===== src/rtl/uc_atualiza_tiros_if.sv =====
// Handshake/bus bundle between the shot-update control unit and its datapath.
// master: game/datapath side; slave: the control unit.
interface uc_atualiza_tiros_if #(
  parameter int N_TIROS = 16
);
  localparam int W = $clog2(N_TIROS);

  logic         atualiza_tiros;
  logic         loaded_tiro;
  logic         fora_limite;
  logic         colisao_tiro;
  logic [W-1:0] endereco_tiro;
  logic         le_mem_tiro;
  logic         move_tiro;
  logic         remove_tiro;
  logic         enable_mem_tiro;
  logic         tiros_atualizados;
  logic [W:0]   n_removidos;
  logic [3:0]   db_estado_atualiza_tiros;

  modport master (
    output atualiza_tiros, loaded_tiro,
    output fora_limite, colisao_tiro,
    input  endereco_tiro, le_mem_tiro,
    input  move_tiro, remove_tiro,
    input  enable_mem_tiro, tiros_atualizados,
    input  n_removidos, db_estado_atualiza_tiros
  );

  modport slave (
    input  atualiza_tiros, loaded_tiro,
    input  fora_limite, colisao_tiro,
    output endereco_tiro, le_mem_tiro,
    output move_tiro, remove_tiro,
    output enable_mem_tiro, tiros_atualizados,
    output n_removidos, db_estado_atualiza_tiros
  );
endinterface


===== src/rtl/uc_atualiza_tiros.sv =====
// Shot-memory sweep control unit: advances or frees every loaded slot per tick.
// Optional removed-shot counter: UC_ATUALIZA_TIROS_CONTA_REMOVIDOS_EN.
module uc_atualiza_tiros #(
  parameter int N_TIROS = 16
) (
  input logic clock,
  input logic reset,
  uc_atualiza_tiros_if.slave bus
);
  localparam int W = $clog2(N_TIROS);

  typedef enum logic [3:0] {
    INICIAL    = 4'h0,
    ESPERA     = 4'h1,
    ZERA       = 4'h2,
    LE         = 4'h3,
    VERIFICA   = 4'h4,
    MOVE       = 4'h5,
    REMOVE     = 4'h6,
    INCREMENTA = 4'h7,
    SINALIZA   = 4'h8,
    ERRO       = 4'hF
  } estado_t;

  estado_t      estado_q, estado_d;
  logic [W-1:0] end_q, end_d;
  logic         ultimo;

  assign ultimo = (end_q == W'(N_TIROS - 1));

  always_ff @(posedge clock) begin
    if (reset) begin
      estado_q <= INICIAL;
      end_q    <= '0;
    end else begin
      estado_q <= estado_d;
      end_q    <= end_d;
    end
  end

  always_comb begin
    estado_d = ERRO;
    unique case (estado_q)
      INICIAL:  estado_d = ESPERA;
      ESPERA:   estado_d = bus.atualiza_tiros
                         ? ZERA : ESPERA;
      ZERA:     estado_d = LE;
      LE:       estado_d = VERIFICA;
      VERIFICA: begin
        if (!bus.loaded_tiro)
          estado_d = INCREMENTA;
        else if (bus.fora_limite || bus.colisao_tiro)
          estado_d = REMOVE;
        else
          estado_d = MOVE;
      end
      MOVE:       estado_d = INCREMENTA;
      REMOVE:     estado_d = INCREMENTA;
      INCREMENTA: estado_d = ultimo ? SINALIZA : LE;
      SINALIZA:   estado_d = ESPERA;
      default:    estado_d = (estado_q == ERRO)
                           ? INICIAL : ERRO;
    endcase
  end

  // Index holds at the last slot after the sweep; only zera clears it.
  always_comb begin
    end_d = end_q;
    if (estado_q == ZERA)
      end_d = '0;
    else if (estado_q == INCREMENTA && !ultimo)
      end_d = end_q + W'(1);
  end

  always_comb begin
    bus.le_mem_tiro       = 1'b0;
    bus.move_tiro         = 1'b0;
    bus.remove_tiro       = 1'b0;
    bus.enable_mem_tiro   = 1'b0;
    bus.tiros_atualizados = 1'b0;
    unique case (estado_q)
      LE, VERIFICA: bus.le_mem_tiro = 1'b1;
      MOVE: begin
        bus.move_tiro       = 1'b1;
        bus.enable_mem_tiro = 1'b1;
      end
      REMOVE: begin
        bus.remove_tiro     = 1'b1;
        bus.enable_mem_tiro = 1'b1;
      end
      SINALIZA: bus.tiros_atualizados = 1'b1;
      default: ;
    endcase
  end

  assign bus.endereco_tiro            = end_q;
  assign bus.db_estado_atualiza_tiros = estado_q;

`ifdef UC_ATUALIZA_TIROS_CONTA_REMOVIDOS_EN
  logic [W:0] n_rem_q, n_rem_d;

  always_ff @(posedge clock) begin
    if (reset) n_rem_q <= '0;
    else       n_rem_q <= n_rem_d;
  end

  always_comb begin
    n_rem_d = n_rem_q;
    if (estado_q == ZERA)
      n_rem_d = '0;
    else if (estado_q == REMOVE)
      n_rem_d = n_rem_q + (W+1)'(1);
  end

  assign bus.n_removidos = n_rem_q;
`else
  assign bus.n_removidos = '0;
`endif
endmodule


===== src/flat_wrapper.sv =====
// flat-port wrapper written by rule: the top's interface ports become plain ports
module uc_atualiza_tiros_flat 
#(
  parameter int N_TIROS = 16
)
  (clock, reset, bus_atualiza_tiros, bus_loaded_tiro, bus_fora_limite, bus_colisao_tiro, bus_endereco_tiro, bus_le_mem_tiro, bus_move_tiro, bus_remove_tiro, bus_enable_mem_tiro, bus_tiros_atualizados, bus_n_removidos, bus_db_estado_atualiza_tiros);
  uc_atualiza_tiros_if #(.N_TIROS(N_TIROS)) bus_i ();
  input logic clock;
  input logic reset;
  input wire logic [$bits(bus_i.atualiza_tiros)-1:0] bus_atualiza_tiros;
  input wire logic [$bits(bus_i.loaded_tiro)-1:0] bus_loaded_tiro;
  input wire logic [$bits(bus_i.fora_limite)-1:0] bus_fora_limite;
  input wire logic [$bits(bus_i.colisao_tiro)-1:0] bus_colisao_tiro;
  output wire logic [$bits(bus_i.endereco_tiro)-1:0] bus_endereco_tiro;
  output wire logic [$bits(bus_i.le_mem_tiro)-1:0] bus_le_mem_tiro;
  output wire logic [$bits(bus_i.move_tiro)-1:0] bus_move_tiro;
  output wire logic [$bits(bus_i.remove_tiro)-1:0] bus_remove_tiro;
  output wire logic [$bits(bus_i.enable_mem_tiro)-1:0] bus_enable_mem_tiro;
  output wire logic [$bits(bus_i.tiros_atualizados)-1:0] bus_tiros_atualizados;
  output wire logic [$bits(bus_i.n_removidos)-1:0] bus_n_removidos;
  output wire logic [$bits(bus_i.db_estado_atualiza_tiros)-1:0] bus_db_estado_atualiza_tiros;
  assign bus_i.atualiza_tiros = bus_atualiza_tiros;
  assign bus_i.loaded_tiro = bus_loaded_tiro;
  assign bus_i.fora_limite = bus_fora_limite;
  assign bus_i.colisao_tiro = bus_colisao_tiro;
  assign bus_endereco_tiro = bus_i.endereco_tiro;
  assign bus_le_mem_tiro = bus_i.le_mem_tiro;
  assign bus_move_tiro = bus_i.move_tiro;
  assign bus_remove_tiro = bus_i.remove_tiro;
  assign bus_enable_mem_tiro = bus_i.enable_mem_tiro;
  assign bus_tiros_atualizados = bus_i.tiros_atualizados;
  assign bus_n_removidos = bus_i.n_removidos;
  assign bus_db_estado_atualiza_tiros = bus_i.db_estado_atualiza_tiros;
  uc_atualiza_tiros #(.N_TIROS(N_TIROS)) u_core (.clock(clock), .reset(reset), .bus(bus_i));
endmodule

===== config.mk =====
export PLATFORM = sky130hd
export DESIGN_NAME = uc_atualiza_tiros_flat
export DESIGN_NICKNAME = d
export VERILOG_FILES = /design/src/rtl/uc_atualiza_tiros_if.sv /design/src/rtl/uc_atualiza_tiros.sv /design/src/flat_wrapper.sv
export SDC_FILE = /design/constraint.sdc
export NUM_CORES = 1
export LEC_CHECK = 0
export BUFFER_PORTS_ARGS = -buffer_cell sky130_fd_sc_hd__buf_2
export CAP_MARGIN = 10
export CORE_AREA = 4 4 49 51
export DETAILED_ROUTE_END_ITERATION = 8
export DIE_AREA = 0 0 53 55
export PLACE_DENSITY = 0.6
export SYNTH_ARGS = -nofsm -noshare
export SYNTH_HDL_FRONTEND = slang
export SYNTH_SLANG_ARGS = --single-unit

===== constraint.sdc =====
create_clock -name clock -period 3.6 [get_ports clock]
set_clock_uncertainty 0.1 [all_clocks]
set_input_delay 0.36 -clock clock [delete_from_list [all_inputs] [get_ports clock]]
set_output_delay 0.36 -clock clock [all_outputs]
set_load 0.02 [all_outputs]

==> impl_metrics.py, run 1 <==
metrics = {
    "outcome": {
        "outcome": "finished clean",
    },
    "global_routing": {
        "grt_pass1_vias": 459,
        "gr-total-overflow": 0,
        "grt_max_degree": 18,
        "grtUsageTotal": 0.0919,
        "grt_pass1_wl_um": 1990,
        "antenna_found_initial": 0,
    },
    "cts": {
        "cts_hold_buf": 0,
        "cts-resized-gates": 0,
        "clock_latency_ps": 250,
        "cts_max_path_buffers": 2,
        "postCtsSetupBuffers": 0,
        "cts_tree": "done",
        "cts_made_buffers": 3,
        "clkTransAtPathRegs_ps": 60,
        "cts_root_buffer": "clkbuf_4",
        "cts_sinks": 8,
        "cts_htree_levels": 1,
    },
    "final_layout": {
        "finish.net_count": 96,
        "fin_cells": 114,
        "drive_gt1_frac": 0.253,
        "diodes": 0,
        "final_util": 0.340,
        "area_delta_synth_final_pct": 17.6,
        "final_cell_area_sq_um": 661,
    },
    "route": {
        "wirelength_um": 1270,
        "dr.pass1.iters": 4,
        "dr.first_iter.drc_count": 2,
        "route.vias.total": 554,
        "routedWlPerCell_um": 11.1,
        "drtAntennaViolNets": 0,
        "routed_via_density": 4.86,
        "route.detailed.drc": 0,
    },
    "placed_design": {
        "place_hpwl_um": 986,
        "portBuffers": 18,
        "gp_congestion": 0.722,
        "dpl.cell_count": 111,
        "post-place-ws_ps": 1970,
        "placed_area_sq_um": 638,
    },
    "floorplanning": {
        "placementRows": 16,
        "start_util": 0.289,
        "dieWidth_um": 53,
        "io_pins": 24,
        "die_h_um": 55,
        "fp.coreArea_sq_um": 1940,
        "die_area_sq_um": 2920,
    },
    "worst_setup_path": {
        "slowest_delay_ps": 620,
        "critPathRequiredTime_ps": 3140,
        "cp-start-kind": "flip-flop",
        "path_max_fanout": 17,
        "cp_slowest_cell": "dfxtp_1",
        "end_kind": "output pin",
        "criticalPathCategory": "flip-flop to output pin",
        "cp_cell_sequence": "nand2_1 -> o22a_1 -> nor2_1 -> buf_2",
        "crit_arrival_ps": 1450,
    },
    "sta": {
        "rsz0062_at_grt": "no",
        "slew_headroom": 0.639,
        "max_freq_mhz": 523,
        "finalSetupViolations": 0,
        "final_max_slew_viol_count": 0,
        "hold_viol_final": 0,
        "whs_ps": 236,
        "tns_ps": 0,
        "tightestPinTransition_ps": 536,
        "post-route-min-period_ps": 1910,
        "worst_slack_ps": 1690,
        "period_share": 0.531,
    },
    "yosys": {
        "ys_seq_area_frac": 0.285,
        "synth_area_per_cell_sq_um": 7.80,
        "synthesis.area_sq_um": 562,
        "syn_inst": 72,
        "synth_cell_types": 29,
        "synth_warnings": 0,
        "synth-seq-cells": 8,
    },
    "hold_path": {
        "hold_path.class": "primary input to flip-flop",
    },
    "power": {
        "peakVddDrop_mv": 0.217,
        "p_leak_nw": 0.291,
        "power_mw": 0.379,
        "p_per_area_nw_per_um2": 574,
    },
    "flow_run": {
        "max_cap_viol_count": 0,
    },
}
cell type report:
| type | count | area (sq um) |
|---|---|---|
| inverter | 2 | 7.51 |
| fill | 209 | 1280 |
| sequential | 8 | 160 |
| timing repair buffer | 18 | 90.1 |
| tap | 27 | 33.8 |
| clock buffer | 3 | 22.5 |
| multi-input combinational | 56 | 347 |
cells by family (layout without fill, tap and decap cells):
kind of cell	Yosys count	in the layout	share of synthesized area
and+or+nand+nor	28	28	0.290
AOI/OAI and AO/OA	21	21	0.254
buffers and inverters	12	23	0.125
DFF	8	8	0.285
adders and majority gates	2	2	0.0401
other	1	5	0.00668
layout by cell type, fill, tap and decap left out, drive strengths merged, types with 2 or more instances in the layout:
cell type	count
inv	2
a21oi	6
conb	5
o21ai	4
buf	18
nand2	4
nand3b	2
dfxtp	8
clkbuf	3
nor3	4
or3	3
nand2b	5
o31ai	3
nor2	5
state kept, by name (all words and copies together) (netlist names):
signal and flops:
u_core.bus.endereco_tiro 4, u_core.bus.db_estado_atualiza_tiros 4
Yosys cell counts (all sizes together):
library cell	instances	area [sq um]
nor3	4	20.0
o22a	1	8.76
maj3	1	10.0
nand3b	2	15.0
o32ai	1	8.76
o211ai	1	7.51
a211o	1	8.76
ha	1	12.5
o2111a	1	11.3
or3	3	18.8
nand4b	1	15.0
and3	1	6.26
o2bb2ai	1	8.76
nor2	5	18.8
nand2b	5	31.3
o31ai	3	22.5
nor3b	1	7.51
a22oi	1	7.51
a21oi	6	30.0
a311oi	1	8.76
inv	2	7.51
nand2	4	15.0
nand3	1	5.00
and4b	1	10.0
o21ai	4	20.0
buf	10	62.6
conb	1	3.75
dfxtp	8	160
worst paths after layout:
| path | startpoint | slack (ps) | endpoint | cells past startpoint |
|---|---|---|---|---|
| hold / removal | reset | 240 | u_core.bus.db_estado_atualiza_tiros[3]$_SDFF_PP0_ | 2 |
| setup reg to reg | u_core.bus.db_estado_atualiza_tiros[1]$_SDFF_PP0_ | 2030 | u_core.bus.endereco_tiro[2]$_SDFFE_PP0P_ | 3 |
| hold reg to reg | u_core.bus.endereco_tiro[3]$_SDFFE_PP0P_ | 410 | u_core.bus.endereco_tiro[3]$_SDFFE_PP0P_ | 2 |
| setup / recovery | u_core.bus.db_estado_atualiza_tiros[0]$_SDFF_PP0_ | 1690 | bus_le_mem_tiro | 4 |
critical path: cells and delay by family, from the launching register on:
| kind | cells | cell delay (ps) |
|---|---|---|
| AO/OA/AOI/OAI | 1 | 200 |
| buffers and inverters | 1 | 170 |
| flip-flops | 1 | 620 |
| AND/OR/NAND/NOR | 2 | 210 |
metal layers:
metal / wire [um] / GRT usage / vias up / part of all wire
met5: 0 / 0 / - / 0
met4: 0 / 0.0383 / 0 / 0
met3: 86 / 0.0268 / 0 / 0.068
met2: 583 / 0.153 / 18 / 0.46
met1: 600 / 0.111 / 252 / 0.47
li1: - / - / 284 / -
where the power goes:
part / switching [mW] / internal, mW
sequential: 0.0494 / 0.103
combinational: 0.0891 / 0.0682
clock: 0.0312 / 0.0382
total: 0.170 / 0.210
Note: power is estimated with default switching activity, not from simulation.
==> run 2: changes to the inputs <==
Clock period 3.6 ns to 1.8 ns, I/O delays scaled along.
==> run 2 against run 1 <==
  * Sequential share of layout area grew 0.15 points
  * Clock power grew 100%
  * First-iteration DRC count grew to 5.5 times the previous value
  * Non-clock buffer count grew 1
  * Utilization grew 0.58 points
  * Register-to-register slack lost 1700 ps
  * Global-route usage shrank 0.052 points
  * Via count grew 4.2%
  * Cell count grew 0.88%
  * Routed wire length grew 2.8%
  * Critical path depth shrank 1
  * Combinational power grew 100%
  * Critical path type unchanged
  * Largest cell class unchanged
  * Largest power group unchanged
==> impl_metrics.py, run 2 (same netlist as run 1, synthesis figures left out) <==
metrics = {
    "placed_design": {
        "place_hpwl_um": 939,
        "gp_congestion": 0.718,
        "portBuffers": 18,
    },
    "worst_setup_path": {
        "cp_slowest_cell": "dfxtp_1",
        "criticalPathCategory": "flip-flop to output pin",
        "path_max_fanout": 13,
        "end_kind": "output pin",
        "critPathRequiredTime_ps": 1520,
        "cp_cell_sequence": "nand2b_1 -> nor3_1 -> buf_2",
        "slowest_delay_ps": 560,
        "ff2ff_setup_slack_ps": 290,
        "cp-start-kind": "flip-flop",
        "crit_arrival_ps": 1310,
    },
    "cts": {
        "cts_htree_levels": 1,
        "cts_max_path_buffers": 2,
        "cts_root_buffer": "clkbuf_4",
        "cts_tree": "done",
        "clock_latency_ps": 260,
        "clkTransAtPathRegs_ps": 60,
        "postCtsSetupBuffers": 0,
        "cts_made_buffers": 3,
        "cts_hold_buf": 0,
        "cts_sinks": 8,
    },
    "global_routing": {
        "grt_pass1_wl_um": 1930,
        "grtUsageTotal": 0.0914,
        "grt_max_degree": 18,
        "gr-total-overflow": 0,
        "antenna_found_initial": 0,
        "grt_pass1_vias": 421,
    },
    "final_layout": {
        "mostFrequentLayoutCells": "buf_2, a21oi_1",
        "multi_input_area_sq_um": 347,
        "layout_commonest_cell": "buf_2",
        "finish.net_count": 97,
        "diodes": 0,
        "area_delta_synth_final_pct": 19.6,
        "seqCellArea_sq_um": 164,
        "fillers": 215,
        "drive_gt1_frac": 0.295,
    },
    "floorplanning": {
        "start_util": 0.289,
        "io_pins": 24,
        "dieWidth_um": 53,
        "placementRows": 16,
        "die_h_um": 55,
        "die_area_sq_um": 2920,
        "fp.coreArea_sq_um": 1940,
    },
    "hold_path": {
        "hold_path.class": "primary input to flip-flop",
    },
    "sta": {
        "max_freq_mhz": 627,
        "final_max_slew_viol_count": 0,
        "finalSetupViolations": 0,
        "rsz0062_at_grt": "no",
        "post-route-min-period_ps": 1590,
        "tns_ps": 0,
        "hold_viol_final": 0,
        "period_share": 0.886,
    },
    "route": {
        "dr.first_iter.drc_count": 11,
        "route.vias.total": 577,
        "drtAntennaViolNets": 0,
        "wirelength_um": 1310,
        "dr.pass1.iters": 4,
        "routedWlPerCell_um": 11.4,
        "route.detailed.drc": 0,
        "routed_via_density": 5.02,
    },
    "power": {
        "power_mw": 0.774,
        "p_leak_nw": 0.296,
        "p_per_area_nw_per_um2": 1150,
        "peakVddDrop_mv": 0.536,
    },
    "flow_run": {
        "max_cap_viol_count": 0,
    },
    "outcome": {
        "outcome": "finished clean",
    },
}
run 2: final timing paths:
path,endpoint,cells after the start,start
worst max-delay path,bus_tiros_atualizados,3,u_core.bus.db_estado_atualiza_tiros[3]$_SDFF_PP0_
worst min register to register,u_core.bus.endereco_tiro[3]$_SDFFE_PP0P_,2,u_core.bus.endereco_tiro[3]$_SDFFE_PP0P_
worst max register to register,u_core.bus.endereco_tiro[0]$_SDFFE_PP0P_,4,u_core.bus.endereco_tiro[0]$_SDFFE_PP0P_
worst min-delay path,u_core.bus.db_estado_atualiza_tiros[3]$_SDFF_PP0_,2,reset
run 2: cell type report:
class                      instances  area share
multi-input combinational         56       0.516
sequential                         8       0.244
timing repair buffer              19       0.145
tap                               27      0.0503
clock buffer                       3      0.0335
inverter                           2      0.0112
run 2: stage by stage:
step                      worst slack (ps)  hold WS, ps  std cells  instance area (sq um)   util
after detailed placement               257          321        112                    646  0.332
final                                  206         55.4        115                    672  0.346
after floorplan                        235          149         76                    577      -
after CTS                             64.9         41.5        115                    668  0.344
after global routing                  92.8         54.1        115                    672  0.346
after global placement                 312          320        112                    646  0.332
run 2: layer usage:
layer  global-route usage  routed length [um]
met3               0.0402                 107
met2                0.138                 575
met1                0.117                 614
met5                    0                   0
met4               0.0255                   9
run 2: repair_timing:
action | in CTS | in global routing
hold endpoints to repair | 0 | 0
gates resized for setup | 0 | 3
setup endpoints to repair | 0 | 1
run 2: worst max-delay path, delay by kind of cell, from the launching register on:
kind          cells  cell delay, ps
flops             1             560
buf+inv           1             190
simple gates      2             310
run 2: power by group:
group | internal [mW] | total, mW | switching [mW]
clock network | 0.0765 | 0.141 | 0.0643
logic | 0.142 | 0.320 | 0.178
registers | 0.213 | 0.314 | 0.100
total | 0.432 | 0.774 | 0.342
